File: config.mk
export PLATFORM = sky130hd
export DESIGN_NAME = inst_cache
export DESIGN_NICKNAME = d
export VERILOG_FILES = /design/src/rtl/inst_cache_pkg.sv /design/src/rtl/inst_cache_array.sv /design/src/rtl/inst_cache.sv
export SDC_FILE = /design/constraint.sdc
export NUM_CORES = 2
export LEC_CHECK = 0
export CORE_ASPECT_RATIO = 0.5
export CORE_MARGIN = 3
export CORE_UTILIZATION = 55
export DETAILED_ROUTE_END_ITERATION = 8
export PLACE_DENSITY = 0.81
export SETUP_SLACK_MARGIN = 0.05
export SYNTH_ARGS = -nofsm -noshare
export SYNTH_HDL_FRONTEND = slang
export SYNTH_HIERARCHICAL = 1
export SYNTH_SLANG_ARGS = --single-unit
File: constraint.sdc
create_clock -name clk -period 9.7 [get_ports clk]
set_input_delay 1.94 -clock clk [delete_from_list [all_inputs] [get_ports clk]]
set_output_delay 1.94 -clock clk [all_outputs]
set_load 0.1 [all_outputs]
File: src/rtl/inst_cache_pkg.sv
// Shared definitions for the instruction cache: one-hot FSM encoding and
// address-field width helpers derived from the SETS / LINE_WORDS parameters.
package inst_cache_pkg;

  localparam int STATE_W = 6;

  // One-hot encoding: each state owns exactly one flop bit.
  typedef enum logic [STATE_W-1:0] {
    S_IDLE     = 6'b000001,
    S_LOOKUP   = 6'b000010,
    S_HIT_RSP  = 6'b000100,
    S_MEM_REQ  = 6'b001000,
    S_REFILL   = 6'b010000,
    S_MISS_RSP = 6'b100000
  } state_t;

  // Word-offset field width (starts at address bit 2).
  function automatic int off_w(input int line_words);
    return $clog2(line_words);
  endfunction

  // Set-index field width (directly above the offset).
  function automatic int idx_w(input int sets);
    return $clog2(sets);
  endfunction

  // Tag is whatever remains of the 32-bit byte address.
  function automatic int tag_w(input int sets, input int line_words);
    return 32 - 2 - off_w(line_words) - idx_w(sets);
  endfunction

endpackage

File: src/rtl/inst_cache_array.sv
// Direct-mapped storage: per-set valid bit, tag and LINE_WORDS data words.
// One registered read port (valid/tag/word), one word-write port, a tag
// write that also sets valid, a per-set invalidate, and a full valid clear
// on rst. Data and tag arrays are not reset so they map onto block RAM.
module inst_cache_array
  import inst_cache_pkg::*;
#(
  parameter int SETS       = 8,
  parameter int LINE_WORDS = 8
) (
  input  logic                                    clk,
  input  logic                                    rst,
  input  logic [idx_w(SETS)-1:0]                  rd_idx_i,
  input  logic [off_w(LINE_WORDS)-1:0]            rd_off_i,
  output logic                                    rd_valid_o,
  output logic [tag_w(SETS, LINE_WORDS)-1:0]      rd_tag_o,
  output logic [31:0]                             rd_data_o,
  input  logic                                    wr_en_i,
  input  logic [idx_w(SETS)-1:0]                  wr_idx_i,
  input  logic [off_w(LINE_WORDS)-1:0]            wr_off_i,
  input  logic [31:0]                             wr_data_i,
  input  logic                                    tag_wr_en_i,
  input  logic [tag_w(SETS, LINE_WORDS)-1:0]      tag_i,
  input  logic                                    inv_en_i
);

  localparam int OW = off_w(LINE_WORDS);
  localparam int IW = idx_w(SETS);
  localparam int TW = tag_w(SETS, LINE_WORDS);

  logic [31:0]    data_mem [SETS*LINE_WORDS];
  logic [TW-1:0]  tag_mem  [SETS];
  logic [SETS-1:0] valid_q;
  logic [31:0]    rd_data_q;
  logic [TW-1:0]  rd_tag_q;
  logic           rd_valid_q;

  // Data words: write on accepted refill beat, registered read.
  always_ff @(posedge clk) begin
    if (wr_en_i) data_mem[{wr_idx_i, wr_off_i}] <= wr_data_i;
    rd_data_q <= data_mem[{rd_idx_i, rd_off_i}];
  end

  // Tags: written once the last beat of a refill lands, registered read.
  always_ff @(posedge clk) begin
    if (tag_wr_en_i) tag_mem[wr_idx_i] <= tag_i;
    rd_tag_q <= tag_mem[rd_idx_i];
  end

  // Valid bits: cleared on reset or refill start, set on refill completion.
  generate
    for (genvar gi = 0; gi < SETS; gi++) begin : g_valid
      always_ff @(posedge clk) begin
        if (rst) valid_q[gi] <= 1'b0;
        else if (tag_wr_en_i && (wr_idx_i == IW'(gi))) valid_q[gi] <= 1'b1;
        else if (inv_en_i && (wr_idx_i == IW'(gi))) valid_q[gi] <= 1'b0;
      end
    end
  endgenerate

  // Registered valid read, aligned with the tag/data read.
  always_ff @(posedge clk) begin
    if (rst) rd_valid_q <= 1'b0;
    else     rd_valid_q <= valid_q[rd_idx_i];
  end

  assign rd_valid_o = rd_valid_q;
  assign rd_tag_o   = rd_tag_q;
  assign rd_data_o  = rd_data_q;

endmodule

File: src/rtl/inst_cache.sv
// Direct-mapped read-only instruction cache. One outstanding fetch; hits
// answer two cycles after the request, misses burst-refill a full line and
// return the requested word. Define INST_CACHE_PERF_EN to build the
// hit/miss performance counters; otherwise both counter ports read 0.
module inst_cache
  import inst_cache_pkg::*;
#(
  parameter int SETS       = 8,
  parameter int LINE_WORDS = 8
) (
  input  logic        clk,
  input  logic        rst,
  input  logic        cpu_req_valid,
  input  logic [31:0] cpu_req_addr,
  output logic        cpu_req_ready,
  output logic        cpu_rsp_valid,
  output logic [31:0] cpu_rsp_data,
  input  logic        cpu_rsp_ready,
  output logic        mem_req_valid,
  output logic [31:0] mem_req_addr,
  input  logic        mem_req_ready,
  input  logic        mem_rsp_valid,
  input  logic [31:0] mem_rsp_data,
  input  logic        mem_rsp_last,
  output logic        mem_rsp_ready,
  output logic [31:0] perf_hit_cnt,
  output logic [31:0] perf_miss_cnt
);

  localparam int OW = off_w(LINE_WORDS);
  localparam int IW = idx_w(SETS);
  localparam int TW = tag_w(SETS, LINE_WORDS);

  state_t         state_q;
  logic [29:0]    addr_q;      // latched word address (byte bits dropped)
  logic [31:0]    rsp_q;
  logic [OW-1:0]  beat_q;

  logic [29:0]    req_word;
  logic [OW-1:0]  off_q;
  logic [IW-1:0]  idx_q;
  logic [TW-1:0]  tag_q;
  logic [IW-1:0]  rd_idx;
  logic [OW-1:0]  rd_off;
  logic           rd_valid;
  logic [TW-1:0]  rd_tag;
  logic [31:0]    rd_data;
  logic           lookup_hit;
  logic           beat_acc;
  logic           unused_addr_bits;

  assign req_word         = cpu_req_addr[31:2];
  assign unused_addr_bits = ^cpu_req_addr[1:0];
  assign off_q = addr_q[OW-1:0];
  assign idx_q = addr_q[OW+IW-1:OW];
  assign tag_q = addr_q[29:OW+IW];

  // Read the arrays with the incoming address while idle so the registered
  // read is ready for the tag compare in LOOKUP.
  assign rd_idx = (state_q == S_IDLE) ? req_word[OW+IW-1:OW] : idx_q;
  assign rd_off = (state_q == S_IDLE) ? req_word[OW-1:0]     : off_q;

  assign lookup_hit = rd_valid && (rd_tag == tag_q);
  assign beat_acc   = (state_q == S_REFILL) && mem_rsp_valid;

  inst_cache_array #(
    .SETS       (SETS),
    .LINE_WORDS (LINE_WORDS)
  ) u_array (
    .clk         (clk),
    .rst         (rst),
    .rd_idx_i    (rd_idx),
    .rd_off_i    (rd_off),
    .rd_valid_o  (rd_valid),
    .rd_tag_o    (rd_tag),
    .rd_data_o   (rd_data),
    .wr_en_i     (beat_acc),
    .wr_idx_i    (idx_q),
    .wr_off_i    (beat_q),
    .wr_data_i   (mem_rsp_data),
    .tag_wr_en_i (beat_acc && mem_rsp_last),
    .tag_i       (tag_q),
    .inv_en_i    ((state_q == S_MEM_REQ) && mem_req_ready)
  );

  // Fetch FSM with the latched address, beat counter and response register.
  always_ff @(posedge clk) begin
    if (rst) begin
      state_q <= S_IDLE;
      addr_q  <= '0;
      rsp_q   <= '0;
      beat_q  <= '0;
    end else begin
      case (state_q)
        S_IDLE: begin
          if (cpu_req_valid) begin
            addr_q  <= req_word;
            state_q <= S_LOOKUP;
          end
        end
        S_LOOKUP: begin
          if (lookup_hit) begin
            rsp_q   <= rd_data;
            state_q <= S_HIT_RSP;
          end else begin
            state_q <= S_MEM_REQ;
          end
        end
        S_HIT_RSP: begin
          if (cpu_rsp_ready) state_q <= S_IDLE;
        end
        S_MEM_REQ: begin
          if (mem_req_ready) begin
            beat_q  <= '0;
            state_q <= S_REFILL;
          end
        end
        S_REFILL: begin
          if (mem_rsp_valid) begin
            beat_q <= beat_q + OW'(1);
            if (beat_q == off_q) rsp_q <= mem_rsp_data;
            if (mem_rsp_last) state_q <= S_MISS_RSP;
          end
        end
        S_MISS_RSP: begin
          if (cpu_rsp_ready) state_q <= S_IDLE;
        end
        default: state_q <= S_IDLE;
      endcase
    end
  end

  assign cpu_req_ready = (state_q == S_IDLE);
  assign cpu_rsp_valid = (state_q == S_HIT_RSP) || (state_q == S_MISS_RSP);
  assign cpu_rsp_data  = rsp_q;
  assign mem_req_valid = (state_q == S_MEM_REQ);
  assign mem_req_addr  = {tag_q, idx_q, {(OW + 2){1'b0}}};
  assign mem_rsp_ready = (state_q == S_REFILL);

`ifdef INST_CACHE_PERF_EN
  logic [31:0] hit_cnt_q;
  logic [31:0] miss_cnt_q;

  // Count lookup outcomes; counters wrap naturally at 2^32.
  always_ff @(posedge clk) begin
    if (rst) begin
      hit_cnt_q  <= '0;
      miss_cnt_q <= '0;
    end else if (state_q == S_LOOKUP) begin
      if (lookup_hit) hit_cnt_q  <= hit_cnt_q + 32'd1;
      else            miss_cnt_q <= miss_cnt_q + 32'd1;
    end
  end

  assign perf_hit_cnt  = hit_cnt_q;
  assign perf_miss_cnt = miss_cnt_q;
`else
  assign perf_hit_cnt  = '0;
  assign perf_miss_cnt = '0;
`endif

endmodule

==> metrics <==
status=complete, no violations; Sum Neg Setup Slack=0 ns; count of standard-cell rows=about 110; clock root buffer=sky130_fd_sc_hd__clkbuf_16; First DRT Iteration DRCs=a little under 8000; area of the die=about 0.17 mm^2; mapped cell area=roughly 0.092 mm^2; normalized max-slew margin=between 10% and 20%; GRT Util Overall=27.5%; post-synthesis mux area share=between 15 and 20%; class of the tightest hold or removal check=flop to flop; CP Class=input pin to flop; via count of the first global-routing pass=about 47000; data required time at the worst endpoint=10.42 ns; maximum clock path buffer count=3; number of setup buffers added after CTS=0; placement-stage cell area=about 0.095 mm^2; number of distinct library cell variants in the gate-level netlist after synthesis=between 70 and 80; via/cell ratio=about 6.8; number of synthesized flops with an enable pin=approximately 2200; length of the first detailed-routing pass in iterations=6; final estimated routing congestion in global placement=0.814; final HPWL from detailed placement=approximately 120000 um; total I/O pin count=just over 200; residual overflow from global routing=0; Static Leakage=~0.032 uW; vias after detailed routing=roughly 47000; post-route clock skew=about 0.036 ns; Maximum Capacitance Violations=0; setup slack at placement=roughly 3.3 ns; portion of the post-synthesis area used by sequential elements=roughly three quarters; Detailed Route WL=about 240000 um; H-tree lvl count=4; global-route wire length before repair=338000 um; die boundary height=between 200 and 300 um; share of async-settable or async-resettable flops after synthesis=0%; min cycle time layout=about 5.6 ns; source-to-sink clock delay at the later pin of the worst-skew pair=0.85 ns; final count of pins violating max slew=0; remaining number of nets flagged by the antenna check after routing=0; final routed DRC violation total=0; worst-case setup margin in the final layout=around 4 ns; crit path max fanout=44; Post-Route Utilization=approximately three fifths; Finished Cell Area=between 0.1 and 0.15 mm^2; cell count after synthesis=4370; average cell area after synthesis=21.0 um^2; Die Span X=about 580 um; routed length per instance=roughly 34 um; largest family of logic cells by synthesized area=multiplexers; effective utilization at floorplan=55.7%; Gates resized, CTS repair=0; Simple-Gate Fraction of Synth Area=~1.7%; share of layout cells above drive strength 1=24.6%; setup repair after global routing missed its margin=no; post-cts hold buffer count=0; number of nets in the layout=4642; area overhead of the layout relative to synthesis=11.1%; CTS Buf Count=just under 200; post-route fraction of the period consumed by the critical path=a little under three fifths; Final Hold Violating Endpoints=0; sort of element at the end of the critical path=flop; Setup violations, final=0; number of flip-flops and latches in the synthesized netlist=2376; most frequently used flop master after synthesis=sky130_fd_sc_hd__edfxtp_1; Clock Sink Count=about 2400; final hold slack=about 0.46 ns; Yosys warning total=6; CP Data Arrival Time=6.30 ns; Core Area=0.165 mm^2; highest clock rate=179 MHz; TritonCTS clock tree=yes; pin count of the biggest net entering global routing=about 110; Max VDD drop=between 200 and 250 uV; number of I/O port buffers=131; initial antenna violation count=9; startpoint type of the worst setup path=input pin; clock transition at the registers of the reported paths=about 0.07 ns; power density over the cells=between 200 and 300 mW/mm^2; xor-xnor portion of the synthesized cell area=less than 1%; transition time at the pin with the least slew margin=approximately 1.3 ns; synthesized-area fraction occupied by ao, oa, aoi and oai cells=3.71%; adder and majority cell fraction of the synthesized area=0.0136%
-- metal layers --
metal	GRT usage (%)	share of wire, %	vias to the layer above
met2	42.8	47	4100
met5	0	0.018	-
met1	36.2	33	24157
met4	12.5	4.9	6
li1	-	-	18329
met3	8.45	15	687
-- flip-flops by register name (all words and copies together) (netlist names) --
name,cells
u_array/data_mem,2048
u_array/tag_mem,192
cpu_rsp_data,32
u_array/rd_data_o,32
addr_q,30
u_array/rd_tag_o,24
u_array/valid_q,8
state_q,6
beat_q,3
u_array/rd_valid_o,1
-- metrics by stage --
step / cells / power (uW)
global placement: 6567 / 17600
detailed placement: 6567 / 17800
floorplan: 4438 / 16200
global route: 6929 / 26600
finish: 6934 / 26000
CTS: 6929 / 26000
-- cells in the mapped netlist (all sizes together), types with 27 or more instances --
master	instances	share of area [%]
mux2i	291	3.2
nor2	140	0.58
o21ai	30	0.16
buf	274	2.3
dfxtp	136	3.0
a21oi	39	0.21
a2111oi	27	0.36
nand2	72	0.29
inv	44	0.18
edfxtp	2240	73
mux4	456	11
a22oi	38	0.31
o22ai	89	0.61
a221oi	48	0.66
mux2	89	1.1
clkbuf	66	0.31
-- worst paths after layout --
kind	depth (start not counted)	startpoint	endpoint	slack, ns
max reg2reg	13	state_q[5]	u_array/rd_data_o[20]	4.47
min reg2reg	2	cpu_rsp_data[6]	cpu_rsp_data[6]	0.46
min	2	cpu_rsp_data[6]	cpu_rsp_data[6]	0.46
max	10	cpu_req_addr[2]	u_array/rd_data_o[20]	4.12
-- kinds of logic (layout without fill, tap and decap cells) --
logic type      after synthesis  after routing
fa+ha+maj                     1              1
mux                         836            836
xor+xnor                     27             27
simple gates                326            326
buf+inv                     385            683
compound gates              418            418
other cells                   1             74
flops                      2376           2376
-- power by group --
part | switching, uW | total, uW | internal (uW)
logic | 3760 | 6200 | 2440
clock network | 3660 | 8190 | 4520
registers | 190 | 11600 | 11400
total | 7620 | 26000 | 18400
-- worst max-delay path, cell delays in order --
cell and delay (ns):
sky130_fd_sc_hd__clkdlybuf4s50_1 0.56, sky130_fd_sc_hd__nand2_1 0.12, sky130_fd_sc_hd__nand2_4 0.52, sky130_fd_sc_hd__buf_4 0.47, sky130_fd_sc_hd__buf_4 0.72, sky130_fd_sc_hd__nand2b_1 0.41, sky130_fd_sc_hd__o22ai_1 0.17, sky130_fd_sc_hd__a2111oi_0 0.81
sky130_fd_sc_hd__o31ai_1 0.19, sky130_fd_sc_hd__a221oi_1 0.32
-- cell type report --
type	instances	area [um^2]
flip-flops and latches	2376	70000
fillers	10282	62900
diodes	5	12.5
inverters	45	169
clock buffers	238	5150
clock inverters	124	1440
repair buffers	276	2310
well taps	2193	2740
multi-input cells	1677	20300
-- cells in the final DEF, fill, tap and decap left out, types with 12 or more instances in the layout --
cell type / synthesis / layout
sky130_fd_sc_hd__clkdlybuf4s50_1: 0 / 98
sky130_fd_sc_hd__a22o_1: 21 / 21
sky130_fd_sc_hd__a211oi_1: 23 / 23
sky130_fd_sc_hd__clkinv_2: 0 / 43
sky130_fd_sc_hd__mux2_2: 89 / 89
sky130_fd_sc_hd__o221ai_1: 18 / 18
sky130_fd_sc_hd__buf_4: 148 / 140
sky130_fd_sc_hd__a21oi_1: 39 / 39
sky130_fd_sc_hd__a221oi_1: 18 / 18
sky130_fd_sc_hd__mux2i_1: 291 / 291
sky130_fd_sc_hd__nor2_1: 138 / 69
sky130_fd_sc_hd__o21ai_0: 30 / 30
sky130_fd_sc_hd__nor3_1: 14 / 14
sky130_fd_sc_hd__a22oi_1: 38 / 38
sky130_fd_sc_hd__clkbuf_16: 0 / 195
sky130_fd_sc_hd__a2111oi_2: 15 / 16
sky130_fd_sc_hd__a221o_1: 26 / 26
sky130_fd_sc_hd__nand2_1: 72 / 66
sky130_fd_sc_hd__bufinv_16: 0 / 27
sky130_fd_sc_hd__edfxtp_1: 2240 / 2240
sky130_fd_sc_hd__xor2_1: 20 / 20
sky130_fd_sc_hd__a221oi_2: 30 / 30
sky130_fd_sc_hd__o211ai_1: 12 / 12
sky130_fd_sc_hd__o22ai_1: 89 / 89
sky130_fd_sc_hd__nor2b_1: 19 / 17
sky130_fd_sc_hd__nand2b_1: 18 / 18
sky130_fd_sc_hd__mux4_2: 456 / 456
sky130_fd_sc_hd__conb_1: 1 / 69
sky130_fd_sc_hd__dfxtp_1: 136 / 136
sky130_fd_sc_hd__nor2_4: 0 / 64
sky130_fd_sc_hd__clkbuf_1: 61 / 32
sky130_fd_sc_hd__inv_1: 44 / 44
sky130_fd_sc_hd__buf_2: 77 / 32
sky130_fd_sc_hd__clkinv_1: 1 / 36
No activity file was read; power rests on OpenSTA's default activity.
